==> src/rtl/rangefinder_pkg.sv <==
// Shared constants and helpers for the rangefinder pushbutton front end.
// Holds the clock rate, the debounce window and the sizing functions.
package rangefinder_pkg;

  localparam int DEFAULT_BTN_WIDTH = 6;
  localparam longint CLK_HZ        = 50_000_000;
  localparam int DEBOUNCE_MS       = 10;

  function automatic int ms_to_cycles(input int ms);
    return int'((CLK_HZ * longint'(ms)) / 1000);
  endfunction

  // Returns the bit count needed to hold the values 0 .. v-1.
  function automatic int clog2(input longint v);
    int bits;
    longint span;
    bits = 0;
    span = 1;
    while (span < v) begin
      span = span << 1;
      bits++;
    end
    return (bits == 0) ? 1 : bits;
  endfunction

  localparam int DEFAULT_DEBOUNCE_CYCLES = ms_to_cycles(DEBOUNCE_MS);

endpackage

==> src/rtl/debounce_channel.sv <==
// One button channel: 2-flop synchronizer, saturating debounce counter,
// stable level register and registered press/release strobes.
module debounce_channel
  import rangefinder_pkg::*;
#(
  parameter int DEBOUNCE_CYCLES = DEFAULT_DEBOUNCE_CYCLES
) (
  input  logic clk,
  input  logic reset,
  input  logic btn_i,      // already normalised: 1 = pressed
  output logic level_o,
  output logic press_o,
  output logic release_o
);

  localparam int CNT_W = clog2(DEBOUNCE_CYCLES);
  localparam logic [CNT_W-1:0] CNT_LIMIT = CNT_W'(DEBOUNCE_CYCLES - 1);

  logic             s1_q, s2_q;
  logic             stable_q, stable_d;
  logic [CNT_W-1:0] cnt_q, cnt_d;
  logic             press_q, press_d;
  logic             release_q, release_d;
  logic             accept;

  // NOTE: every output of this block gets a default on the first lines so no
  // path leaves a signal unassigned, which would otherwise infer a latch.
  always_comb begin
    cnt_d     = '0;
    stable_d  = stable_q;
    press_d   = 1'b0;
    release_d = 1'b0;
    accept    = 1'b0;
    if (s2_q != stable_q) begin
      if (cnt_q == CNT_LIMIT) begin
        accept    = 1'b1;
        stable_d  = s2_q;
        press_d   = s2_q;
        release_d = ~s2_q;
      end else begin
        cnt_d = cnt_q + CNT_W'(1);
      end
    end
  end

  // NOTE: state registers use non-blocking assignments so the synchronizer
  // chain shifts by exactly one stage per edge regardless of statement order.
  always_ff @(posedge clk or posedge reset) begin
    if (reset) begin
      s1_q      <= 1'b0;
      s2_q      <= 1'b0;
      stable_q  <= 1'b0;
      cnt_q     <= '0;
      press_q   <= 1'b0;
      release_q <= 1'b0;
    end else begin
      s1_q      <= btn_i;
      s2_q      <= s1_q;
      stable_q  <= stable_d;
      cnt_q     <= cnt_d;
      press_q   <= press_d;
      release_q <= release_d;
    end
  end

  assign level_o   = stable_q;
  assign press_o   = press_q;
  assign release_o = release_q;

endmodule

==> src/rtl/rangefinder_button_debouncer.sv <==
// Debounces the raw board pushbuttons into a clean active-high level bus for
// the buttons PIO plus one-cycle press/release strobes.
module rangefinder_button_debouncer
  import rangefinder_pkg::*;
#(
  parameter int WIDTH           = DEFAULT_BTN_WIDTH,
  parameter int DEBOUNCE_CYCLES = DEFAULT_DEBOUNCE_CYCLES,
  parameter bit ACTIVE_LOW      = 1'b1
) (
  input  logic             clk,
  input  logic             reset,
  input  logic [WIDTH-1:0] btn_raw,
  output logic [WIDTH-1:0] btn_level,
  output logic [WIDTH-1:0] btn_press,
  output logic [WIDTH-1:0] btn_release
);

  // Inverting ahead of the synchronizer is equivalent to inverting after it:
  // the sync flops then reset to 0, which is the released value in this domain.
  logic [WIDTH-1:0] btn_norm;
  assign btn_norm = btn_raw ^ {WIDTH{ACTIVE_LOW}};

  for (genvar i = 0; i < WIDTH; i++) begin : g_chan
    debounce_channel #(
      .DEBOUNCE_CYCLES(DEBOUNCE_CYCLES)
    ) u_chan (
      .clk      (clk),
      .reset    (reset),
      .btn_i    (btn_norm[i]),
      .level_o  (btn_level[i]),
      .press_o  (btn_press[i]),
      .release_o(btn_release[i])
    );
  end

endmodule

==> config.mk <==
export PLATFORM = sky130hd
export DESIGN_NAME = rangefinder_button_debouncer
export DESIGN_NICKNAME = d
export VERILOG_FILES = /design/src/rtl/rangefinder_pkg.sv /design/src/rtl/debounce_channel.sv /design/src/rtl/rangefinder_button_debouncer.sv
export SDC_FILE = /design/constraint.sdc
export NUM_CORES = 1
export LEC_CHECK = 0
export BUFFER_PORTS_ARGS = -buffer_cell sky130_fd_sc_hd__buf_2
export CAP_MARGIN = 20
export CORE_ASPECT_RATIO = 0.9
export CORE_MARGIN = 4
export CORE_UTILIZATION = 55
export CTS_CLUSTER_SIZE = 8
export DETAILED_ROUTE_END_ITERATION = 6
export PLACE_DENSITY = 0.72
export RECOVER_POWER = 25
export SYNTH_ARGS = -nofsm -noshare
export SYNTH_HDL_FRONTEND = slang
export SYNTH_SLANG_ARGS = --single-unit
==> constraint.sdc <==
create_clock -name clk -period 10.56 [get_ports clk]
set_clock_uncertainty 0.15 [all_clocks]
set_input_delay 3.168 -clock clk [delete_from_list [all_inputs] [get_ports clk]]
set_output_delay 3.168 -clock clk [all_outputs]
set_load 0.01 [all_outputs]
==> out/metrics.yaml, run 1 <==
yosys:
  synth_cells: 667
  synth_area_um2: 6840
  yosysTopAreaCell: "dfrtp_1"
  synth_edf_count: 0
  synth.ff_latch_count: 144
  syn-num-nets: 681
  yosysWarnings: 0
  async_flop_share_pct: 100
  synthTopCellsByCount: "dfrtp_1, nor2_1, xnor2_1, nand3_1, nand2_1"
  synth.avg_cell_area_um2: 10.2
  synthTopCellsByArea: "dfrtp_1, xnor2_1, nor2_1"
  yosysMostFrequentCell: "dfrtp_1"
  synth_top_area_share_pct: 52.7
  synth-seq-area-share_pct: 52.7
  synth-main-ff-cell: "dfrtp_1"
  yosysUniqueCellTypes: 41
setup_path:
  critPathMaxFanout: 73
  worstSetupStartpoint: "reset"
  worst-path-stages: 3
  reg2reg_from: "g_chan[1].u_chan.cnt_q[0]"
  max_stage_delay_ns: 0.80
  r2r_cells: 5
  path_buf_inv: 3
  cp-start-kind: "input pin"
  reg2reg_slack_ns: 8.09
  arrival_ns: 4.61
  cpMaxStageDelayCell: "buf_4"
  critPathKind: "input pin to asynchronous set/reset pin"
  cp-end-kind: "asynchronous set/reset pin"
  cp_top_family: "buffers and inverters"
  cp_cell_sequence: "buf_2 > inv_6 > buf_4"
  required_ns: 10.84
floorplan:
  core_area_um2: 12100
  ios: 26
  floorplan.rows: 38
  dieArea_um2: 14300
  start_util_pct: 56.4
  dieWidth_um: 126
  die_y_um: 114
sta:
  drv_slew: 0
  fin_crit_sh_pct: 41.0
  max_freq_mhz: 231
  slew_headroom_pct: 33.0
  worst_slew_pin_slew_ns: 0.996
  setup_viol: 0
  fin_hold_ws_ns: 0.199
  setup_slack_ns: 6.23
  rsz0062_at_grt: "no"
  finalHoldViolCount: 0
  tns_ns: 0
  period_minus_slack_ns: 4.33
cts:
  cts.clk_slew.worst_paths_ns: 0.06
  insertion_delay_ns: 0.42
  clock_sinks: 144
  cts_buffer_depth: 2
  numCtsBuffers: 17
  cts-htree-levels: 4
  cts_setup_buffers: 0
  cts_resized: 0
  tritoncts: "built"
  cts_hold_buf: 0
  cts_root_buffer: "clkbuf_16"
global_route:
  overflow: 0
  grt_pass1_wl_um: 22500
  antenna_found_initial: 0
  grt_usage_pct: 19.1
  grt_pass1_vias: 4916
  grt_max_degree: 74
min_path:
  hp-class: "flop to flop"
  worstHoldStart: "g_chan[5].u_chan.s1_q"
  holdPathStages: 0
outcome:
  status: "complete, no violations"
layout:
  area_growth_syn_to_layout_pct: 11.0
  diodes: 0
  drive_gt1_share_pct: 12.0
  fill_cells: 956
  nets: 701
  fin_util_pct: 62.6
power_and_ir_drop:
  p_per_area_nw_per_um2: 158
  peakVddDrop_mv: 0.0964
  total_leakage_power_nw: 3.10
detailed_routing:
  route.detailed.drc: 0
  drt_iter0_drc: 417
  antenna_left: 0
  vias: 4979
  wl_um: 12600
  routedWlPerCell_um: 14.7
  via_per_inst: 5.79
  drtPass1Iterations: 5
placed_design:
  gp_congestion: 0.816
  hpwl_um: 8320
  place_ws_ns: 5.67
  io_buffers: 25
run:
  drv_cap: 0
area by class of cell:
cell class	instances	area, um^2	share of cell area (%)
well taps	160	200	2.64
multi-input cells	469	2940	38.7
clock inverters	12	141	1.86
inverters	23	91.3	1.20
flip-flops and latches	144	3600	47.5
repair buffers	32	166	2.19
clock buffers	20	447	5.89
cells in the final DEF (no fill, tap or decap), types with 6 or more instances in the layout:
cell type	n
dfrtp_1	144
buf_2	25
nand3_1	40
xor2_1	26
clkbuf_16	17
or4_1	18
o31ai_1	13
clkinv_2	7
or2_2	6
nand4_1	27
mux2_2	6
xnor2_1	57
or3_1	14
nor3_1	11
o21ai_0	14
nor2_1	91
and3_1	11
inv_1	22
nor4_1	25
ha_1	6
nand2_1	30
a21oi_1	25
nor3b_1	13
per-layer routing:
metal	wire [um]	global-route usage, %
met2	5870	29.3
met5	0	0
met4	141	6.29
met1	6060	26.6
met3	569	5.43
cell families after synthesis:
kind of cell | Yosys count | synth area share, %
AND/OR/NAND/NOR | 318 | 25.3
flip-flops | 144 | 52.7
XOR/XNOR | 83 | 10.6
AO/OA/AOI/OAI | 56 | 5.20
buffers and inverters | 54 | 4.03
multiplexers | 6 | 0.988
adder cells (fa/ha/maj) | 6 | 1.10
state kept, by name (all words and copies together), names as in the netlist:
register	cells
g_chan.u_chan.release_o	6
g_chan.u_chan.s2_q	6
g_chan.u_chan.press_o	6
g_chan.u_chan.s1_q	6
g_chan.u_chan.level_o	6
g_chan.u_chan.cnt_q	114
power breakdown:
part / switching [mW] / leakage, nW / internal [mW]
logic: 0.0234 / 0.837 / 0.00897
clock network: 0.221 / 0.293 / 0.374
registers: 0.00807 / 1.97 / 0.560
worst paths after layout:
path,to
worst max-delay path,g_chan[4].u_chan.cnt_q[10]
worst min-delay path,g_chan[5].u_chan.s2_q
worst max register to register,g_chan[1].u_chan.cnt_q[18]
worst min register to register,g_chan[5].u_chan.s2_q
max in group clk,btn_level[1]
min in group asynchronous,g_chan[1].u_chan.s1_q
metrics by stage:
stage | cells | cell area, um^2 | power, mW
final | 860 | 7590 | 1.20
after CTS | 855 | 7580 | 1.21
after floorplan | 667 | 6840 | 0.599
after global placement | 823 | 6990 | 0.609
after detailed placement | 823 | 6990 | 0.610
after global routing | 860 | 7590 | 1.24
worst register-to-register path: stages (launching register included):
cell and delay (ns):
dfrtp_1 0.40, ha_1 0.24, nand4_1 0.36, o21ai_0 0.83, buf_4 0.30, a21oi_1 0.06
Note: power is estimated with default switching activity, not from simulation.
==> inputs of run 2 (changes only) <==
--- a/config.mk
+++ b/config.mk
@@ -5,6 +5,7 @@
 export SDC_FILE = /design/constraint.sdc
 export NUM_CORES = 1
 export LEC_CHECK = 0
+export ABC_AREA = 1
 export BUFFER_PORTS_ARGS = -buffer_cell sky130_fd_sc_hd__buf_2
 export CAP_MARGIN = 20
 export CORE_ASPECT_RATIO = 0.9
==> constraint.sdc (replaced) <==
create_clock -name clk -period 4 [get_ports clk]
set_clock_uncertainty 0.15 [all_clocks]
set_input_delay 1.2 -clock clk [delete_from_list [all_inputs] [get_ports clk]]
set_output_delay 1.2 -clock clk [all_outputs]
set_load 0.01 [all_outputs]
==> run 2 against run 1 <==
Effect of this change: synthesized area up 15%; hold slack improved by 0.0032 ns; worst setup slack lost 4.6 ns; utilization down 0.65 points; sequential cell count unchanged; combinational power increased to 2.8 times the previous value; final cell count increased by 49%; sequential power rose to 2.6 times the previous value; via count rose by 27%; clock power grew to 2.9 times the previous value; routed wire length up 21%; first-iteration DRC count decreased by 5.0%; critical endpoint is now btn_level[3].
==> out/metrics.yaml, run 2 <==
sta:
  drv_slew: 0
  finalHoldViolCount: 0
  rsz0062_at_grt: "no"
  period_minus_slack_ns: 2.32
  setup_viol: 0
  slew_headroom_pct: 44.5
  max_freq_mhz: 431
  tns_ns: 0
  fin_hold_ws_ns: 0.202
  fin_crit_sh_pct: 58.1
  worst_slew_pin_slew_ns: 0.830
layout:
  multiInputGateArea_um2: 3550
  final_cell_mix: "nor2_1, nand2_1, dfrtp_1"
  seq_area_um2: 3600
  layout_commonest_cell: "nor2_1"
  diodes: 0
  fill_cells: 1256
  largest_register: "g_chan.u_chan.cnt_q"
  drive_gt1_share_pct: 8.92
  largest_reg_flops: 114
  area_growth_syn_to_layout_pct: 10.6
  instances_no_fill: 1280
  nets: 1088
power_and_ir_drop:
  total_leakage_power_nw: 3.79
  peakVddDrop_mv: 0.280
  power.total_mw: 3.28
  p_per_area_nw_per_um2: 378
yosys:
  synth.ff_latch_count: 144
  synthTopCellsByCount: "nor2_1, nand2_1, dfrtp_1, inv_1, nand3_1"
  syn-num-nets: 1062
  synth_edf_count: 0
  synth-main-ff-cell: "dfrtp_1"
  synth_area_um2: 7840
  synth_top_area_share_pct: 46.0
  synth-seq-area-share_pct: 46.0
  yosysWarnings: 0
  yosysMostFrequentCell: "nor2_1"
  yosysTopAreaCell: "dfrtp_1"
  synth_cells: 1048
  async_flop_share_pct: 100
  synthTopCellsByArea: "dfrtp_1, nor2_1, nand2_1"
  yosysUniqueCellTypes: 26
  synth.avg_cell_area_um2: 7.48
cts:
  cts_resized: 0
  cts_buffer_depth: 2
  cts_hold_buf: 0
  clock_sinks: 144
  tritoncts: "built"
  cts.clk_slew.worst_paths_ns: 0.06
  insertion_delay_ns: 0.42
  cts_root_buffer: "clkbuf_16"
  numCtsBuffers: 17
  cts-htree-levels: 4
  cts_setup_buffers: 0
global_route:
  grt_pass1_wl_um: 27200
  overflow: 0
  antenna_found_initial: 0
  grt_max_degree: 145
  grt_pass1_vias: 5802
  grt_usage_pct: 20.7
floorplan:
  core_area_um2: 14000
  ios: 26
  start_util_pct: 56.0
  floorplan.rows: 41
  die_y_um: 121
  dieArea_um2: 16200
  dieWidth_um: 134
setup_path:
  critPathKind: "flop to primary output"
  cp_cell_sequence: "buf_2"
  required_ns: 2.65
  arrival_ns: 0.97
  cp-start-kind: "flop"
  path_buf_inv: 1
  cp-end-kind: "primary output"
  critPathMaxFanout: 4
  max_stage_delay_ns: 0.40
  cpMaxStageDelayCell: "dfrtp_1"
  cp_top_family: "flip-flops"
placed_design:
  hpwl_um: 10600
  placed_cells: 1248
  gp_congestion: 0.873
  io_buffers: 25
detailed_routing:
  drt_iter0_drc: 396
  drtPass1Iterations: 5
  antenna_left: 0
  wl_um: 15400
  via_per_inst: 4.93
  route.detailed.drc: 0
  routedWlPerCell_um: 12.0
  vias: 6304
min_path:
  hp-class: "flop to flop"
run:
  drv_cap: 0
outcome:
  status: "complete, no violations"
-- run 2: cell types whose count changed after synthesis, sizes merged, moves of 9 or more --
cell,previous run,this run
clkbuf,9,0
nand2,30,200
nor4,25,0
or4,18,0
or3,17,0
and3,11,1
nand3,44,88
xnor2,57,23
inv,23,129
nor2,91,326
o31ai,13,0
nand4,28,7
-- run 2: path summary, 6_finish.rpt --
check	from	end	slack, ns	cells after the start
worst min-delay path	g_chan[4].u_chan.s1_q	g_chan[4].u_chan.s2_q	0.20	0
min in group asynchronous	reset	g_chan[3].u_chan.release_o	0.86	3
max in group asynchronous	reset	g_chan[2].u_chan.level_o	2.31	3
worst min register to register	g_chan[4].u_chan.s1_q	g_chan[4].u_chan.s2_q	0.20	0
worst max-delay path	g_chan[3].u_chan.level_o	btn_level[3]	1.68	1
worst max register to register	g_chan[4].u_chan.level_o	g_chan[4].u_chan.cnt_q[0]	1.90	6
-- run 2: layout make-up --
| cell class | instances | area share (%) |
|---|---|---|
| clock buffer | 20 | 5.27 |
| clock inverter | 12 | 2.11 |
| inverter | 129 | 5.63 |
| multi-input combinational | 756 | 41.0 |
| sequential | 144 | 41.6 |
| tap | 193 | 2.78 |
| timing repair buffer | 26 | 1.67 |
-- run 2: through the flow --
stage | utilization [%] | worst slack (ns) | instance area [um^2]
6_report | 61.9 | 1.68 | 8670
5_1_grt | 61.9 | 1.63 | 8670
4_1_cts | 62.3 | 1.66 | 8730
3_5_place_dp | 57.8 | 1.82 | 8090
3_3_place_gp | 57.8 | 1.85 | 8090
2_1_floorplan | - | 0.845 | 7840
-- run 2: cells by family after synthesis --
family / count (synthesis) / synth area share [%]
AOI/OAI and AO/OA: 44 / 2.86
xor gates and xnor gates: 51 / 5.70
adders and majority gates: 6 / 0.958
buffers and inverters: 148 / 7.96
DFF: 144 / 46.0
and+or+nand+nor: 655 / 36.6
-- run 2: routing by layer --
metal / routed length [um] / track usage (%) / vias to the layer above
met3: 479 / 4.89 / 13
met5: 0 / 0 / -
met2: 6840 / 31.4 / 99
met4: 163 / 5.40 / 0
li1: - / - / 3279
met1: 7870 / 29.9 / 2913
-- run 2: power breakdown --
| part | leakage (nW) | internal (mW) | switching [mW] |
|---|---|---|---|
| logic | 1.52 | 0.0228 | 0.0691 |
| clock network | 0.303 | 1.08 | 0.615 |
| registers | 1.97 | 1.48 | 0.0157 |
==> inputs of run 3 (changes only) <==
--- a/config.mk
+++ b/config.mk
@@ -13,7 +13,7 @@
 export CORE_UTILIZATION = 55
 export CTS_CLUSTER_SIZE = 8
 export DETAILED_ROUTE_END_ITERATION = 6
-export PLACE_DENSITY = 0.72
+export PLACE_DENSITY = 0.75
 export RECOVER_POWER = 25
 export SYNTH_ARGS = -nofsm -noshare
 export SYNTH_HDL_FRONTEND = slang
==> constraint.sdc (replaced) <==
create_clock -name clk -period 2 [get_ports clk]
set_clock_uncertainty 0.15 [all_clocks]
set_input_delay 0.6 -clock clk [delete_from_list [all_inputs] [get_ports clk]]
set_output_delay 0.6 -clock clk [all_outputs]
set_load 0.01 [all_outputs]
==> run 3 against run 2 <==
Effect of this change: sequential power up 100%; first-iteration DRC count rose by 28%; non-clock buffer count is 9 higher; register-to-register slack got worse by 1.6 ns; critical path depth is the same; combinational power increased by 110%; hold slack got worse by 0.029 ns; final cell count grew 0.70%; largest cell class is now multi-input gates; highest routed layer unchanged.
==> out/metrics.yaml, run 3 (synthesis gave the netlist of run 2 again) <==
layout:
  nets: 1097
  drive_gt1_share_pct: 10.8
  diodes: 0
  largest_register: "g_chan.u_chan.cnt_q"
  area_growth_syn_to_layout_pct: 12.4
  final_cell_mix: "nor2_1, nand2_1, dfrtp_1"
  largest_reg_flops: 114
  layout_commonest_cell: "nor2_1"
min_path:
  hp-class: "input pin to flop"
  holdPathStages: 2
detailed_routing:
  route.detailed.drc: 0
  wl_um: 15500
  routedWlPerCell_um: 12.0
  drtPass1Iterations: 5
  vias: 6381
  via_per_inst: 4.95
  antenna_left: 0
  drt_iter0_drc: 505
floorplan:
  ios: 26
  dieArea_um2: 16200
  core_area_um2: 14000
  dieWidth_um: 134
  floorplan.rows: 41
  die_y_um: 121
  start_util_pct: 56.0
setup_path:
  critPathMaxFanout: 4
  worst-path-stages: 1
  cp-end-kind: "primary output"
  cpMaxStageDelayCell: "dfrtp_1"
  critPathKind: "flop to primary output"
  cp_cell_sequence: "buf_2"
  cp-start-kind: "flop"
  required_ns: 1.25
  arrival_ns: 1.00
  path_buf_inv: 1
  r2r_cells: 8
  max_stage_delay_ns: 0.43
  cp_top_family: "flip-flops"
global_route:
  grt_pass1_vias: 6057
  grt_max_degree: 93
  antenna_found_initial: 0
  grt_usage_pct: 20.7
  grt_pass1_wl_um: 27500
  overflow: 0
power_and_ir_drop:
  power_switching_mw: 1.39
  peakVddDrop_mv: 0.555
  p_sw_share_pct: 20.4
  p_per_area_nw_per_um2: 773
  internal_power_mw: 5.42
  combPwrFrac_pct: 2.8
  p_clk_share_pct: 53.4
  pwr-share-seq_pct: 43.8
  total_leakage_power_nw: 3.85
  power.total_mw: 6.81
cts:
  cts.clk_slew.worst_paths_ns: 0.06
  cts_resized: 0
  cts-htree-levels: 4
  numCtsBuffers: 17
  cts_root_buffer: "clkbuf_16"
  cts_setup_buffers: 0
  cts_hold_buf: 0
  clock_sinks: 144
  insertion_delay_ns: 0.42
  cts_buffer_depth: 2
  tritoncts: "built"
sta:
  period_minus_slack_ns: 1.75
  setup_viol: 0
  max_freq_mhz: 571
  fin_hold_ws_ns: 0.173
  drv_slew: 0
  slew_headroom_pct: 19.6
  tns_ns: 0
  worst_slew_pin_slew_ns: 1.21
  finalHoldViolCount: 0
  fin_crit_sh_pct: 87.6
  rsz0062_at_grt: "no"
placed_design:
  hpwl_um: 10900
  gp_congestion: 0.873
  io_buffers: 25
outcome:
  status: "complete, no violations"
run:
  drv_cap: 0
==> run 3: cell count changes in the layout (fill, tap and decap cells not counted), moves of 6 or more <==
cell,previous run,this run
nor2_2,15,22
nand3_2,0,6
nor2_1,303,295
nand3_1,88,82
buf_4,0,6
==> run 3: layer usage <==
metal  part of all wire (%)  global-route usage (%)
met1                     50                    29.9
met2                     45                    31.7
met3                    4.2                    4.48
met4                    1.1                    5.91
met5                      0                       0
==> run 3: layout make-up <==
class	instances	area, um^2
multi-input combinational	756	3610
clock inverter	12	228
sequential	144	3600
fill	1226	5190
inverter	129	485
clock buffer	20	457
tap	193	241
timing repair buffer	35	189
==> run 3: worst paths after layout <==
path,from,to,slack [ns]
max in group asynchronous,reset,g_chan[1].u_chan.cnt_q[10],0.40
min in group asynchronous,reset,g_chan[3].u_chan.cnt_q[13],0.34
setup reg to reg,g_chan[4].u_chan.cnt_q[0],g_chan[4].u_chan.cnt_q[18],0.34
hold / removal,btn_raw[2],g_chan[2].u_chan.s1_q,0.17
hold reg to reg,g_chan[2].u_chan.s1_q,g_chan[2].u_chan.s2_q,0.20
setup / recovery,g_chan[0].u_chan.level_o,btn_level[0],0.25
==> run 3: power by group through the flow <==
stage,clock (mW),sequential (mW),combinational [mW]
after floorplan,0,3.03,0.136
after global placement,0,3.03,0.203
after detailed placement,0,3.04,0.205
after CTS,3.71,2.98,0.207
after global routing,3.83,2.99,0.231
final,3.64,2.98,0.192
==> run 3: through the flow <==
step	util [%]	area, um^2	setup slack (ns)	instances
finish	63.0	8820	0.247	1289
global route	63.0	8820	0.134	1289
CTS	63.1	8840	0.219	1289
detailed placement	58.3	8160	0.396	1257
global placement	58.3	8160	0.422	1257
floorplan	-	7840	-0.555	1048
